## config.mk

```make
export PLATFORM = sky130hd
export DESIGN_NAME = gain_mixer
export DESIGN_NICKNAME = d
export VERILOG_FILES = /design/src/rtl/gain_mixer.sv
export SDC_FILE = /design/constraint.sdc
export NUM_CORES = 1
export LEC_CHECK = 0
export ABC_AREA = 0
export CORE_MARGIN = 3
export CORE_UTILIZATION = 55
export DETAILED_ROUTE_END_ITERATION = 10
export PLACE_DENSITY = 0.78
export SYNTH_ARGS = -nofsm -noshare
export SYNTH_HDL_FRONTEND = slang
export SYNTH_SLANG_ARGS = --single-unit
```

## constraint.sdc

```tcl
create_clock -name clk -period 8.92 [get_ports clk]
set_input_delay 2.23 -clock clk [delete_from_list [all_inputs] [get_ports clk]]
set_output_delay 2.23 -clock clk [all_outputs]
set_load 0.02 [all_outputs]
```

## src/rtl/gain_mixer.sv

```systemverilog
// Time-multiplexed N-channel offset-binary mixer with per-channel 8-bit gain.
// Define MIXER_SATURATE_EN to clamp the result instead of wrapping it.
module gain_mixer #(
  parameter int unsigned BITDEPTH = 14,
  parameter int unsigned CHANNELS = 4
) (
  input  logic                         clk,
  input  logic                         rst,
  input  logic                         sample_clock,
  input  logic [CHANNELS*BITDEPTH-1:0] pcm_in,
  input  logic [CHANNELS*8-1:0]        gain,
  output logic [BITDEPTH-1:0]          mix,
  output logic                         mix_valid,
  output logic                         busy,
  output logic                         overrun
);

  localparam int unsigned IDXW  = $clog2(CHANNELS);
  localparam int unsigned PRODW = BITDEPTH + 9;
  localparam int unsigned ACCW  = PRODW + IDXW;
  localparam logic [IDXW-1:0]     LAST_IDX = IDXW'(CHANNELS - 1);
  localparam logic [BITDEPTH-1:0] MIDSCALE = {1'b1, {(BITDEPTH-1){1'b0}}};

  typedef enum logic [1:0] {IDLE, ACCUM, OUT} state_t;

  state_t                 state, state_next;
  logic                   sc_q, inhibit, trigger;
  logic                   snap_en, acc_en, out_en;
  logic [BITDEPTH-1:0]    pcm_snap  [CHANNELS];
  logic [7:0]             gain_snap [CHANNELS];
  logic [IDXW-1:0]        idx;
  logic signed [ACCW-1:0] acc;
  logic [BITDEPTH-1:0]    s_raw;
  logic signed [PRODW-1:0] s_ext, g_ext, prod;
  logic [BITDEPTH-1:0]    r_lim;

  // The inhibit flag lets sc_q pick up a sample_clock that is already high at
  // reset release, so a level held through reset never looks like an edge.
  assign trigger = sample_clock & ~sc_q & ~inhibit;
  assign busy    = (state != IDLE);

  always_ff @(posedge clk or negedge rst) begin
    if (!rst) state <= IDLE;
    else      state <= state_next;
  end

  always_comb begin
    state_next = state;
    snap_en    = 1'b0;
    acc_en     = 1'b0;
    out_en     = 1'b0;
    unique case (state)
      IDLE: begin
        if (trigger) begin
          snap_en    = 1'b1;
          state_next = ACCUM;
        end
      end
      ACCUM: begin
        acc_en = 1'b1;
        if (idx == LAST_IDX) state_next = OUT;
      end
      OUT: begin
        out_en     = 1'b1;
        state_next = IDLE;
      end
      default: state_next = IDLE;
    endcase
  end

  always_ff @(posedge clk) begin
    if (snap_en) begin
      for (int unsigned i = 0; i < CHANNELS; i++) begin
        pcm_snap[i]  <= pcm_in[i*BITDEPTH +: BITDEPTH];
        gain_snap[i] <= gain[i*8 +: 8];
      end
    end
  end

  // Offset-binary to two's complement, times the zero-extended unsigned gain.
  always_comb begin
    s_raw = pcm_snap[idx];
    s_ext = {{9{~s_raw[BITDEPTH-1]}}, ~s_raw[BITDEPTH-1], s_raw[BITDEPTH-2:0]};
    g_ext = {{(BITDEPTH+1){1'b0}}, gain_snap[idx]};
    prod  = s_ext * g_ext;
  end

`ifdef MIXER_SATURATE_EN
  localparam logic signed [ACCW-1:0] R_MAX = ACCW'((2**(BITDEPTH-1)) - 1);
  localparam logic signed [ACCW-1:0] R_MIN = ~R_MAX;
  logic signed [ACCW-1:0] r;

  always_comb begin
    r = acc >>> 7;
    if (r > R_MAX)      r_lim = R_MAX[BITDEPTH-1:0];
    else if (r < R_MIN) r_lim = R_MIN[BITDEPTH-1:0];
    else                r_lim = r[BITDEPTH-1:0];
  end
`else
  assign r_lim = acc[BITDEPTH+6:7];
`endif

  always_ff @(posedge clk or negedge rst) begin
    if (!rst) begin
      sc_q      <= 1'b0;
      inhibit   <= 1'b1;
      acc       <= '0;
      idx       <= '0;
      mix       <= MIDSCALE;
      mix_valid <= 1'b0;
      overrun   <= 1'b0;
    end else begin
      sc_q      <= sample_clock;
      inhibit   <= 1'b0;
      mix_valid <= out_en;
      overrun   <= trigger & (state != IDLE);
      if (snap_en) begin
        acc <= '0;
        idx <= '0;
      end else if (acc_en) begin
        acc <= acc + {{IDXW{prod[PRODW-1]}}, prod};
        idx <= idx + IDXW'(1);
      end
      if (out_en) mix <= {~r_lim[BITDEPTH-1], r_lim[BITDEPTH-2:0]};
    end
  end

endmodule

```

==> run metrics, run 1 <==
Hold Crit Start mix[3]; clk_lat worst skew 0.42 ns; outcome finished, final reports clean; Setup-failing EPs final 0; Die H 137.3 um; postcts setup bufs 0; routability cong. 0.9010; num ports 108; # nets final 1181; crit path kind reg -> reg; # rows 47; mux cell area share after synthesis 0.05333; Avg WL per Cell 15.99 um; end of the worst register-to-register path acc[20]; hold path depth 2; post-layout min period 7.334 ns; RSZ-0062 raised after global routing no; register area share after synthesis 0.3926; setup total negative slack 0 ns; CTS resizes 0; Worst-path clk slew around 0.060 ns; max cap viols 0; Synth Area in Compound Gates 0.07908; synthesized instance count 832; WP data required 9.18 ns; Avg Vias per Cell 5.412; simple logic cell fraction of the synthesized area 0.1209; Synth cell types 56; largest net degree at the start of global routing 86; initial antenna violation count 0; GRT Resource Usage Total 0.2143; Final Hold Vio Count 0; CTS buffer count 17; Antenna diodes 0; FF-to-FF path depth 23; core area 16700 sq um; Rel. slew slack 0.2628; die footprint 18840 sq um; clk root buf clkbuf_16; first-pass GRT wire length 31.43 mm; FILL cells 1259; CTS H-tree depth 4; synth-to-layout area growth 19.78%; predominant post-synthesis flop cell edfxtp_1; antenna-violating nets left 0; proportion of layout cells with a drive suffix above 1 0.07233; hpwl dp 14.23 mm; crit start category flip-flop; Mapped Nets ~1100; die width 137.3 um; Max Root-Sink Buffers 2; asr flop ratio synth 0.3282; First DRT Iteration DRCs roughly 320; Setup crit end kind flip-flop; Initial Utilization 0.5675; worst hold path type reg -> reg; hold_ws 0.4717 ns; Post-Synth XOR/XNOR Area 0.02865; flop-to-flop setup slack 1.59 ns; #FFs+latches synth roughly 130; via count of the first global-routing pass 6606; Port Buffers 107; Final Cycle Share 0.8222; Worst R2R Start idx[1]; adder-cell share of the synthesized area 0.2648; worst hold endpoint mix[3]; Hold-fix buffers, CTS 0; Synth Warn # 0; Slew @ Worst Pin 1.106 ns; final slew viol count 0; main combinational cell family by area after synthesis adder cells; DR vias 6354; Overflow after GRT 0; arrival time worst endpoint 7.59 ns; mapped cell area about 9500 sq um; Max Clock Freq 0.1364 GHz; # DRC 0; CP startpoint idx[1]; CTS sink count 131; Avg Synthesized Cell Area 11.39 sq um; DR pass1 iterations 6; crit-path max FO 24; final WL 18.78 mm; Layout Skew 0.01154 ns; EDFF count, synth 88; CTS tree built
sequential cells by signal, indices dropped and copies added, names as in the netlist, 2 cells and up:
| register | count |
|---|---|
| state | 2 |
| mix | 14 |
| pcm_snap | 56 |
| acc | 21 |
| idx | 2 |
| gain_snap | 32 |
worst max-delay path, stage by stage (launching register included):
cell	delay (ns)
dfrtp_1	1.07
mux4_2	0.58
nand2_1	0.13
fa_1	0.55
inv_1	0.05
fa_1	0.51
inv_1	0.05
fa_1	0.47
fa_1	0.54
inv_1	0.04
ha_1	0.31
inv_1	0.08
o21a_1	0.21
o31ai_1	0.52
xor2_1	0.21
ha_1	0.29
a21oi_1	0.19
o21ai_0	0.12
a22o_1	0.27
a211o_2	0.33
a221oi_2	0.24
xnor2_1	0.17
xnor2_1	0.14
o22ai_1	0.09
cell usage in the layout (no fill, tap or decap), types with 8 or more instances in the layout:
master and instances:
a21oi_1 20, nand2b_1 9, clkdlybuf4s50_1 106, ha_1 63
dfrtp_1 41, a21o_1 8, o21ai_0 29, mux4_2 22
nor2_1 22, nand2_1 112, clkbuf_16 17, xnor2_1 21
o21a_1 8, edfxtp_1 88, xor2_1 10, fa_1 86
and2_1 65, inv_1 131
Yosys cell counts, types with 4 or more instances:
cell,number,area share
and2_1,65,0.043
edfxtp_1,88,0.28
fa_1,86,0.18
a211oi_1,4,0.0032
a21oi_1,20,0.011
xnor2_1,21,0.019
o21ai_0,29,0.015
nand2b_1,9,0.0059
ha_1,63,0.083
a21o_1,8,0.0063
xor2_1,10,0.0092
clkbuf_1,14,0.0055
nor2_1,23,0.0091
a22o_1,4,0.0037
nor2b_1,6,0.0040
nand2_1,112,0.044
o22ai_1,5,0.0033
o31ai_1,6,0.0048
o21a_1,8,0.0063
nor3_1,6,0.0032
dfrtp_1,41,0.11
mux4_2,22,0.052
inv_1,131,0.052
routing by layer:
layer | part of all wire | vias to the layer above | global-route usage | wire, um
li1 | - | 2996 | - | -
met1 | 0.40 | 3163 | 0.2729 | 7588
met2 | 0.53 | 166 | 0.3711 | 9992
met3 | 0.044 | 29 | 0.04419 | 833
met4 | 0.019 | 0 | 0.06486 | 362
met5 | 0 | - | 0 | 0
worst max-delay path by stage:
stage                    to  slack, ns  cells after the start
finish              acc[20]       1.59                     23
global route        acc[20]       1.12                     24
CTS                 acc[20]       1.59                     24
detailed placement  acc[20]       1.64                     24
global placement    acc[20]       1.78                     22
floorplan           acc[20]       1.89                     25
logic make-up after synthesis:
group | Yosys count
DFF | 131
other | 1
and+or+nand+nor | 236
buffers and inverters | 151
adders and majority gates | 149
AOI/OAI and AO/OA | 110
muxes | 23
xor gates and xnor gates | 31
cell type report:
| cell class | instances | area, sq um | area share |
|---|---|---|---|
| multi-input cells | 550 | 5194 | 0.4575 |
| flip-flops and latches | 131 | 3721 | 0.3278 |
| inverters | 131 | 491.7 | 0.04332 |
| well taps | 220 | 275.3 | 0.02425 |
| clock inverters | 15 | 156.4 | 0.01378 |
| repair buffers | 110 | 1089 | 0.09589 |
| clock buffers | 17 | 425.4 | 0.03747 |
stage by stage:
step | area, sq um | utilization | worst slack [ns] | instances
finish | 11350 | 0.6797 | 1.586 | 1174
detailed placement | 10770 | 0.6449 | 1.637 | 1142
floorplan | 9478 | - | 1.889 | 832
global placement | 10770 | 0.6449 | 1.780 | 1142
global route | 11350 | 0.6797 | 1.119 | 1174
CTS | 11350 | 0.6797 | 1.591 | 1174
Power of run 1 is not shown: default switching activity piles up to over one toggle a cycle in this logic, so the estimate is an artifact.
==> inputs of run 2 (changes only) <==
==> constraint.sdc (replaced) <==
create_clock -name clk -period 7.06 [get_ports clk]
set_input_delay 1.765 -clock clk [delete_from_list [all_inputs] [get_ports clk]]
set_output_delay 1.765 -clock clk [all_outputs]
set_load 0.02 [all_outputs]
==> run 2 against run 1 <==
Wire length rose by 17%. Sequential share of layout area down 2.0 points. Global-route usage increased by 0.71 points. Count of clock-buffer cells in the layout unchanged. Register-to-register slack worse by 1.4 ns. Non-clock buffer count grew 47. Fmax rose by 6.5%. Utilization grew 4.3 points. First-iteration DRC count grew 75%. Via count grew 7.0%. Critical path type unchanged. Largest cell class unchanged.
==> run metrics, run 2 (synthesized netlist as in run 1, its figures left out) <==
crit path kind reg -> reg (unchanged); Slowest-stage cell, CP mux4_2 (was dfrtp_1); Max Root-Sink Buffers 2 (unchanged); dpl ws 0.1102 ns (was 1.637 ns); flop-to-flop setup slack 0.17 ns (was 1.59 ns); num ports 108 (unchanged); cell area after layout 12080 sq um (was 11350 sq um); max reg flops 56 (unchanged); Avg Vias per Cell 5.553 (was 5.412); routability cong. 0.8573 (was 0.9010); Largest regs pcm_snap: 56 flops, gain_snap: 32 flops, acc: 21 flops (unchanged); Hold Crit Start mix[2] (was mix[3]); placed insts 1145 (was 1142); Final Cycle Share 0.9756 (was 0.8222); placed instance area 10810 sq um (was 10770 sq um); worst path bufs/invs 3 (was 4); synth-to-layout area growth 27.42% (was 19.78%); Initial Utilization 0.5675 (unchanged); CTS tree built (unchanged); final WL 21.95 mm (was 18.78 mm); Critical Path Most Common Cell fa_1; end of the worst register-to-register path acc[20] (unchanged); Slew @ Worst Pin 1.017 ns (was 1.106 ns); CTS H-tree depth 4 (unchanged); worst hold endpoint mix[2] (was mix[3]); Avg WL per Cell 17.93 um (was 15.99 um); Stages on worst setup path 23 (unchanged); # nets final 1231 (was 1181); CTS buffer count 17 (unchanged); Port Buffers 107 (unchanged); # DRC 0 (unchanged); Final Hold Vio Count 0 (unchanged); antenna-violating nets left 0 (unchanged); fin worst setup slack 0.1722 ns (was 1.586 ns); hold path depth 2 (unchanged); die width 137.3 um (unchanged); initial antenna violation count 0 (unchanged); post-layout min period 6.888 ns (was 7.334 ns); arrival time worst endpoint 7.15 ns (was 7.59 ns); largest stage delay on the critical path 0.62 ns (was 1.07 ns); Max Clock Freq 0.1452 GHz (was 0.1364 GHz); CP delay by family, top adder cells (unchanged); FF-to-FF path depth 23 (unchanged); max cap viols 0 (unchanged); WP data required 7.33 ns (was 9.18 ns); via count of the first global-routing pass 6792 (was 6606); final slew viol count 0 (unchanged); clk root buf clkbuf_16 (unchanged); GRT Resource Usage Total 0.2214 (was 0.2143); # rows 47 (unchanged); die footprint 18840 sq um (unchanged); Worst-path clk slew 0.07 ns (was 0.06 ns); worst hold path type reg -> reg (unchanged); Setup crit end kind flip-flop (unchanged); outcome finished, final reports clean (unchanged); fin cells 1224 (was 1174); CTS sink count 131 (unchanged); CP cell instances clkbuf_16 -> mux4_2 -> and2_1 -> fa_1 -> fa_1 -> fa_1 -> inv_1 -> fa_1 -> inv_1 -> ha_4 -> and2_4 -> a311oi_4 -> o31ai_4 -> o311a_1 -> a31oi_2 -> mux2i_1 -> o211ai_1 -> ha_1 -> and3_4 -> a221oi_4 -> xnor2_1 -> xnor2_1 -> o22ai_1 (was mux4_2 -> nand2_1 -> fa_1 -> inv_1 -> fa_1 -> inv_1 -> fa_1 -> fa_1 -> inv_1 -> ha_1 -> inv_1 -> o21a_1 -> o31ai_1 -> xor2_1 -> ha_1 -> a21oi_1 -> o21ai_0 -> a22o_1 -> a211o_2 -> a221oi_2 -> xnor2_1 -> xnor2_1 -> o22ai_1); First DRT Iteration DRCs 562 (was 321); commonest non-fill, non-tap cell in the layout inv_1 (unchanged); Antenna diodes 0 (unchanged); crit-path max FO 7 (was 24); DR vias 6797 (was 6354); Rel. slew slack 0.3223 (was 0.2628); most frequent cells in the layout 130 x inv_1, 111 x nand2_1, 106 x clkdlybuf4s50_1, 88 x edfxtp_1, 85 x fa_1 (was 131 x inv_1, 112 x nand2_1, 106 x clkdlybuf4s50_1, 88 x edfxtp_1, 86 x fa_1); largest net degree at the start of global routing 73 (was 86); clk_lat worst skew 0.43 ns (was 0.42 ns); hpwl dp 14.55 mm (was 14.23 mm); Setup-failing EPs final 0 (unchanged); Hold-fix buffers, CTS 0 (unchanged); Overflow after GRT 0 (unchanged); core area 16700 sq um (unchanged); Die H 137.3 um (unchanged); Worst R2R Start idx[0] (was idx[1]); Top reg by flops pcm_snap (unchanged); crit start category flip-flop (unchanged); DR pass1 iterations 5 (was 6); Layout Skew 0.01769 ns (was 0.01154 ns); first-pass GRT wire length 32.35 mm (was 31.43 mm); proportion of layout cells with a drive suffix above 1 0.1494 (was 0.07233)
run 2: changes by cell type in the layout (fill, tap and decap cells not counted), moves of 4 or more:
cell,before,now
and2_4,0,6
and2_1,65,59
ha_1,63,57
o21ai_0,29,25
ha_4,0,5
buf_4,3,44
run 2: how the worst max path moves through the flow:
stage               startpoint       to  slack (ns)
floorplan               idx[0]  acc[20]        0.03
global placement        idx[0]  acc[20]        0.22
detailed placement      idx[0]  acc[20]        0.11
CTS                     idx[0]  acc[20]        0.08
global route            idx[0]  acc[20]       -0.06
finish                  idx[0]  acc[20]        0.17
run 2: area by class of cell:
class / count / area, sq um
inverters: 131 / 491.7
well taps: 220 / 275.3
flip-flops and latches: 131 / 3722
clock inverters: 15 / 178.9
clock buffers: 17 / 425.4
fillers: 1095 / 4624
repair buffers: 157 / 1518
multi-input cells: 553 / 5465
run 2: timing repair:
action,in CTS,in global routing
resized for setup,0,45
buffers inserted,0,43
endpoints found under the setup margin,0,2
run 2: routing by layer:
layer	vias up	track usage	share of wire
li1	3100	-	-
met1	3403	0.2815	0.38
met3	46	0.04273	0.061
met2	248	0.3823	0.53
met5	-	0	0
met4	0	0.07539	0.028
run 2: through the flow:
stage / utilization / setup TNS (ns) / hold WS (ns)
CTS: 0.6832 / 0 / 0.4780
finish: 0.7231 / 0 / 0.4718
floorplan: - / 0 / 0.4476
global route: 0.7231 / -0.06010 / 0.5049
global placement: 0.6470 / 0 / 0.4579
detailed placement: 0.6470 / 0 / 0.4610
run 2: worst reg2reg max path, delay by kind of cell, from the launching register on:
| family | cells | cell delay (ns) |
|---|---|---|
| muxes | 2 | 0.84 |
| adders and majority gates | 6 | 2.67 |
| AOI/OAI and AO/OA | 7 | 1.48 |
| xor gates and xnor gates | 2 | 0.30 |
| and+or+nand+nor | 3 | 0.62 |
| buffers and inverters | 3 | 0.34 |
| DFF | 1 | 0.48 |
Power of run 2 is left out for the same reason.
==> inputs of run 3 (changes only) <==
--- a/config.mk
+++ b/config.mk
@@ -9,7 +9,7 @@
 export CORE_MARGIN = 3
 export CORE_UTILIZATION = 55
 export DETAILED_ROUTE_END_ITERATION = 10
-export PLACE_DENSITY = 0.78
+export PLACE_DENSITY_LB_ADDON = 0.05
 export SYNTH_ARGS = -nofsm -noshare
 export SYNTH_HDL_FRONTEND = slang
 export SYNTH_SLANG_ARGS = --single-unit
==> run 3 against run 2 <==
Utilization rose by 0.91 points. Via count decreased by 0.66%. Final area up 1.3%. Fmax shrank 0.74%. Critical path depth rose by 4. Critical path type unchanged.
==> run metrics, run 3 (synthesized netlist as in run 1, its figures left out) <==
clk root buf clkbuf_16 (unchanged); via count of the first global-routing pass 6711 (was 6792); CTS tree built (unchanged); Die H 137.3 um (unchanged); Slowest-stage cell, CP mux4_2 (unchanged); largest stage delay on the critical path 0.60 ns (was 0.62 ns); max reg flops 56 (unchanged); initial antenna violation count 0 (unchanged); Avg Vias per Cell 5.476 (was 5.553); die footprint 18840 sq um (unchanged); Slew @ Worst Pin 1.099 ns (was 1.017 ns); final slew viol count 0 (unchanged); routability cong. 0.8906 (was 0.8573); CTS H-tree depth 4 (unchanged); core area 16700 sq um (unchanged); GRT Resource Usage Total 0.2166 (was 0.2214); final WL 21.65 mm (was 21.95 mm); num ports 108 (unchanged); Core Util, Final 0.7322 (was 0.7231); crit path kind reg -> reg (unchanged); Port Buffers 107 (unchanged); die width 137.3 um (unchanged); hpwl dp 14.69 mm (was 14.55 mm); Largest regs pcm_snap: 56 flops, gain_snap: 32 flops, acc: 21 flops (unchanged); proportion of layout cells with a drive suffix above 1 0.1589 (was 0.1494); most frequent cells in the layout 131 x inv_1, 112 x nand2_1, 106 x clkdlybuf4s50_1, 88 x edfxtp_1, 83 x fa_1 (was 130 x inv_1, 111 x nand2_1, 106 x clkdlybuf4s50_1, 88 x edfxtp_1, 85 x fa_1); DR vias 6752 (was 6797); arrival time worst endpoint 7.20 ns (was 7.15 ns); max cap viols 0 (unchanged); setup total negative slack 0 ns (unchanged); Final Hold Vio Count 0 (unchanged); Avg WL per Cell 17.56 um (was 17.93 um); commonest non-fill, non-tap cell in the layout inv_1 (unchanged); # DRC 0 (unchanged); CTS buffer count 17 (unchanged); largest net degree at the start of global routing 61 (was 73); WP data required 7.32 ns (was 7.33 ns); worst hold path type reg -> reg (unchanged); Overflow after GRT 0 (unchanged); Worst-path clk slew 0.06 ns (was 0.07 ns); crit-path max FO 6 (was 7); Setup crit end kind flip-flop (unchanged); Setup-failing EPs final 0 (unchanged); Hold-fix buffers, CTS 0 (unchanged); Rel. slew slack 0.2676 (was 0.3223); Top reg by flops pcm_snap (unchanged); placed instance area 10800 sq um (was 10810 sq um); antenna-violating nets left 0 (unchanged); Layout Skew 0.007274 ns (was 0.01769 ns); CTS sink count 131 (unchanged); crit start category flip-flop (unchanged); Max Root-Sink Buffers 2 (unchanged); First DRT Iteration DRCs 587 (was 562); synth-to-layout area growth 29.03% (was 27.42%); Max Clock Freq 0.1441 GHz (was 0.1452 GHz); outcome finished, final reports clean (unchanged); # nets final 1240 (was 1231); DR pass1 iterations 5 (unchanged); placed insts 1143 (was 1145); Final Cycle Share 0.9829 (was 0.9756); first-pass GRT wire length 31.82 mm (was 32.35 mm); Critical Path Most Common Cell fa_1 (unchanged); cell area after layout 12230 sq um (was 12080 sq um); clk_lat worst skew 0.42 ns (was 0.43 ns); # rows 47 (unchanged); fin cells 1233 (was 1224); Initial Utilization 0.5675 (unchanged); post-layout min period 6.939 ns (was 6.888 ns); Antenna diodes 0 (unchanged)
-- run 3: stage by stage --
stage          setup WS [ns]  hold WS (ns)
2_1_floorplan        0.02905        0.4476
3_3_place_gp          0.2133        0.4582
3_5_place_dp         0.09835        0.4607
4_1_cts              0.07226        0.4759
5_1_grt              -0.1030        0.4937
6_report              0.1207        0.4722
-- run 3: worst max-delay path: cells and delay by family (launching register included) --
kind	cells	cell delay (ns)
compound gates	8	1.60
flops	1	0.44
simple gates	2	0.30
buf+inv	7	0.81
fa+ha+maj	6	2.50
mux	2	0.81
xor+xnor	2	0.31
-- run 3: worst paths after layout --
kind	startpoint	end	slack, ns	cells past startpoint
max in group asynchronous	rst	idx[0]	4.92	1
hold reg to reg	mix[8]	mix[8]	0.47	2
setup / recovery	idx[0]	acc[20]	0.12	27
hold / removal	mix[8]	mix[8]	0.47	2
min in group asynchronous	rst	state[1]	1.50	1
setup reg to reg	idx[0]	acc[20]	0.12	27
-- run 3: cell type report --
class / count / area, sq um
multi-input cells: 554 / 5542
fillers: 1139 / 4472
flip-flops and latches: 131 / 3722
repair buffers: 165 / 1632
inverters: 131 / 491.7
clock buffers: 20 / 446.7
well taps: 220 / 275.3
clock inverters: 12 / 120.1
-- run 3: per-layer routing --
layer  up-vias  global-route usage  part of all wire
met5         -                   0                 0
met4         0             0.06153             0.024
met3        48             0.04383             0.044
met2       191              0.3708              0.53
met1      3396              0.2821              0.40
li1       3117                   -                 -
-- run 3: repair_timing --
action,in CTS,in global routing
gates resized for setup,0,62
endpoints found under the setup margin,0,3
buffers inserted,0,51
Power of run 3 is left out for the same reason.
